<file path="config.mk">
export PLATFORM = sky130hd
export DESIGN_NAME = delay_line
export DESIGN_NICKNAME = d
export VERILOG_FILES = /design/src/rtl/delay_line.sv
export SDC_FILE = /design/constraint.sdc
export NUM_CORES = 1
export LEC_CHECK = 0
export BUFFER_PORTS_ARGS = -buffer_cell sky130_fd_sc_hd__buf_2
export CAP_MARGIN = 20
export CORE_AREA = 2 2 39 41
export CTS_CLUSTER_SIZE = 10
export DETAILED_ROUTE_END_ITERATION = 8
export DIE_AREA = 0 0 41 43
export GPL_ROUTABILITY_DRIVEN = 0
export GPL_TIMING_DRIVEN = 0
export PLACE_DENSITY = 0.42
export SETUP_SLACK_MARGIN = 0.05
export SYNTH_ARGS = -nofsm -noshare
export SYNTH_HDL_FRONTEND = slang
export SYNTH_SLANG_ARGS = --single-unit
</file>
<file path="constraint.sdc">
create_clock -name clk -period 0.8 [get_ports clk]
set_clock_uncertainty 0.2 [all_clocks]
set_input_delay 0 -clock clk [delete_from_list [all_inputs] [get_ports clk]]
set_output_delay 0 -clock clk [all_outputs]
set_load 0.05 [all_outputs]
</file>
<file path="src/rtl/delay_line.sv">
`default_nettype none
// ============================================================================
// Module      : delay_line
// Description : Fixed-latency register chain for an arbitrary-width bus.
//               Used to align sideband signals (sync, data-valid, channel
//               index, ...) with datapath blocks of known latency. No
//               handshake and no backpressure: one word enters and one word
//               leaves on every enabled clock edge.
//
// Parameters  : WIDTH  bus width in bits (>= 1)
//               DELAY  latency in enabled clk cycles (>= 0);
//                      DELAY = 0 is a plain combinational pass-through
//
// Ports       : clk   in   1      clock, rising edge
//               rst   in   1      asynchronous, active-high reset
//               ce    in   1      clock enable (only with DELAY_LINE_CE_EN)
//               din   in   WIDTH  data in
//               dout  out  WIDTH  din delayed by DELAY enabled cycles
//
// Config      : DELAY_LINE_CE_EN  when defined, adds the ce port. When
//               undefined the chain shifts on every clk edge, exactly as if
//               ce were tied high.
//
// Revision    : 1.0  initial release
// ============================================================================
module delay_line #(
    parameter int WIDTH = 8,
    parameter int DELAY = 1
) (
    input  logic             clk,
    input  logic             rst,
`ifdef DELAY_LINE_CE_EN
    input  logic             ce,
`endif
    input  logic [WIDTH-1:0] din,
    output logic [WIDTH-1:0] dout
);

    // Internal enable: the real port when the feature is built in,
    // otherwise a constant so the chain shifts every edge.
    logic w_ce;

`ifdef DELAY_LINE_CE_EN
    assign w_ce = ce;
`else
    assign w_ce = 1'b1;
`endif

    generate
        // Illegal configurations stop elaboration.
        if (WIDTH < 1) begin : g_bad_width
            $error("delay_line: WIDTH must be >= 1");
        end
        if (DELAY < 0) begin : g_bad_delay
            $error("delay_line: DELAY must be >= 0");
        end

        if (DELAY <= 0) begin : g_passthru
            // No storage at all: clk, rst and ce are intentionally ignored.
            logic w_unused;
            assign w_unused = ^{clk, rst, w_ce};
            assign dout     = din;
        end else begin : g_chain
            // r_stage[0] is nearest the input; dout taps the last stage, so
            // there is never a combinational path from din to dout.
            logic [WIDTH-1:0] r_stage [0:DELAY-1];

            always_ff @(posedge clk or posedge rst) begin
                if (rst) begin
                    // Reset discards every in-flight word and wins over ce.
                    for (int k = 0; k < DELAY; k++) begin
                        r_stage[k] <= '0;
                    end
                end else if (w_ce) begin
                    r_stage[0] <= din;
                    for (int k = 1; k < DELAY; k++) begin
                        r_stage[k] <= r_stage[k-1];
                    end
                end
            end

            assign dout = r_stage[DELAY-1];
        end
    endgenerate

endmodule
`default_nettype wire

</file>
==> results_dict.tcl <==
set metrics [dict create \
    port_buffers 17 \
    worstMarginPinSlew_ns 0.178 \
    setup_violations 8 \
    drv_cap 0 \
    final_max_slew_viol_count 0 \
    wl_um 468 \
    largest_reg_flops 8 \
    yosys_warnings 0 \
    startpoint_type "register" \
    post-route-util_pct 35.1 \
    nMultiInputCombCells 0 \
    clkTransAtPathRegs_ns 0.05 \
    clock_sinks 8 \
    multi_input_area_um2 0 \
    grt_usage_pct 7.52 \
    place_area_um2 319 \
    wire_per_inst_um 8.67 \
    remaining_drc_errors 0 \
    drive_gt1_share_pct 76.3 \
    cts_made_buffers 3 \
    grt_max_degree 9 \
    pin_count 18 \
    cts_buffer_depth 2 \
    dp.cells 42 \
    violations "negative setup slack" \
    hold_ws_ns 0.00912 \
    seq_area_um2 210 \
    fp.dieW_um 41 \
    crit_chain "buf_6" \
    power_density_mw_per_mm2 1900 \
    fmax_ghz 1.01 \
    end_kind "output pin" \
    routed_via_density 3.26 \
    holdCritPathClass "in2async" \
    tritoncts "built" \
    fin_crit_sh_pct 124 \
    syn_nets 19 \
    yosysTopAreaCell "dfrtp_1" \
    grt_pass1_vias 193 \
    drtAntennaViolNets 0 \
    fillers 147 \
    ys_types 2 \
    layout.nets 50 \
    htreeDepth 1 \
    fin_ws_ns -0.193 \
    areaGrowthSynthToFinish_pct 138 \
    ys_seq_elements 8 \
    die-area_mm2 0.00176 \
    grt_pass1_wl_um 786 \
    die_y_um 43 \
    drtIter0Drc 0 \
    core_mm2 0.00138 \
    dr.pass1.iters 1 \
    slew_headroom_pct 88.1 \
    finalNonFillerCells 54 \
    worstPathMaxFanout 1 \
    worstPathRequired_ns 0.60 \
    yosys.area.top_type_share_pct 98.2 \
    yosysSeqAreaShare_pct 98.2 \
    leakage_nw 0.221 \
    slowest_delay_ns 0.40 \
    cp_slowest_cell "dfrtp_2" \
    status "complete, but fails checks" \
    synthTopCellsByArea "dfrtp_1 98%, inv_1 1.8%" \
    num_antenna_cells 0 \
    hold_viol 0 \
    crit_family "flip-flops" \
    synthCells 9 \
    syn_avg_cell_area_um2 22.7 \
    cts-root-buf "clkbuf_4" \
    rows 14 \
    worstPathArrival_ns 0.79 \
    final_area_um2 485 \
    cp_num_buf_inv 1 \
    dpl_worst_slack_ns 0.0309 \
    syn_area_um2 204 \
    grt_overflow_total 0 \
    path_class "reg2out" \
    min_period_ns 0.993 \
    antenna_found_initial 0 \
    num_vias 176 \
    ir_drop_uv 796 \
    initial_core_util_pct 14.7 \
    rsz0062_at_grt "true" \
]
[per-stage QoR]
| step | total power [mW] | TNS (ns) |
|---|---|---|
| after floorplan | 0.524 | 0 |
| after global placement | 0.565 | 0 |
| after detailed placement | 0.567 | 0 |
| after CTS | 0.944 | -1.61 |
| after global routing | 0.993 | -1.82 |
| final | 0.921 | -1.50 |
[where the power goes]
group	leakage [nW]	switching, mW	internal, mW
Sequential	0.0853	0.00918	0.429
Combinational	0.122	0.102	0.0844
Clock	0.0138	0.125	0.171
[area by class of cell]
class,count,share of cell area [%]
clock buffers,3,4.64
inverters,1,1.55
repair buffers,26,46.4
flip-flops and latches,8,43.3
well taps,16,4.12
[cells by family after synthesis]
group	count (synthesis)	share of synthesized area [%]
flops	8	98.2
buf+inv	1	1.84
[layer usage]
layer | vias to the layer above | share of wire (%) | global-route usage (%)
li1 | 84 | - | -
met5 | - | 0 | 0
met1 | 77 | 37 | 7.69
met4 | 0 | 0 | 2.00
met2 | 15 | 45 | 9.06
met3 | 0 | 18 | 9.95
[synth_stat cells, drive strengths merged]
master	instances
dfrtp	8
inv	1
[cell usage in the layout, fill, tap and decap left out]
master / Yosys / routed
dfrtp_2: 0 / 8
clkbuf_4: 0 / 3
clkinvlp_4: 0 / 1
buf_6: 0 / 8
buf_2: 0 / 9
dlygate4sd3_1: 0 / 9
[how the worst max path moves through the flow]
| stage | cells after the start | start | slack, ns | endpoint |
|---|---|---|---|---|
| after floorplan | 0 | dout[0] | 0.12 | dout[0] |
| after global placement | 1 | dout[7] | 0.03 | dout[7] |
| after detailed placement | 1 | dout[5] | 0.03 | dout[5] |
| after CTS | 1 | dout[5] | -0.20 | dout[5] |
| after global routing | 1 | dout[6] | -0.23 | dout[6] |
| final | 1 | dout[6] | -0.19 | dout[6] |
[repair_timing]
item	CTS	global route
hold buffers	9	0
hold endpoints to repair	16	0
endpoints found under the setup margin	8	16
buffers inserted	0	0
pin swaps	0	0
gates resized for setup	16	1
Note: power is estimated with default switching activity, not from simulation.
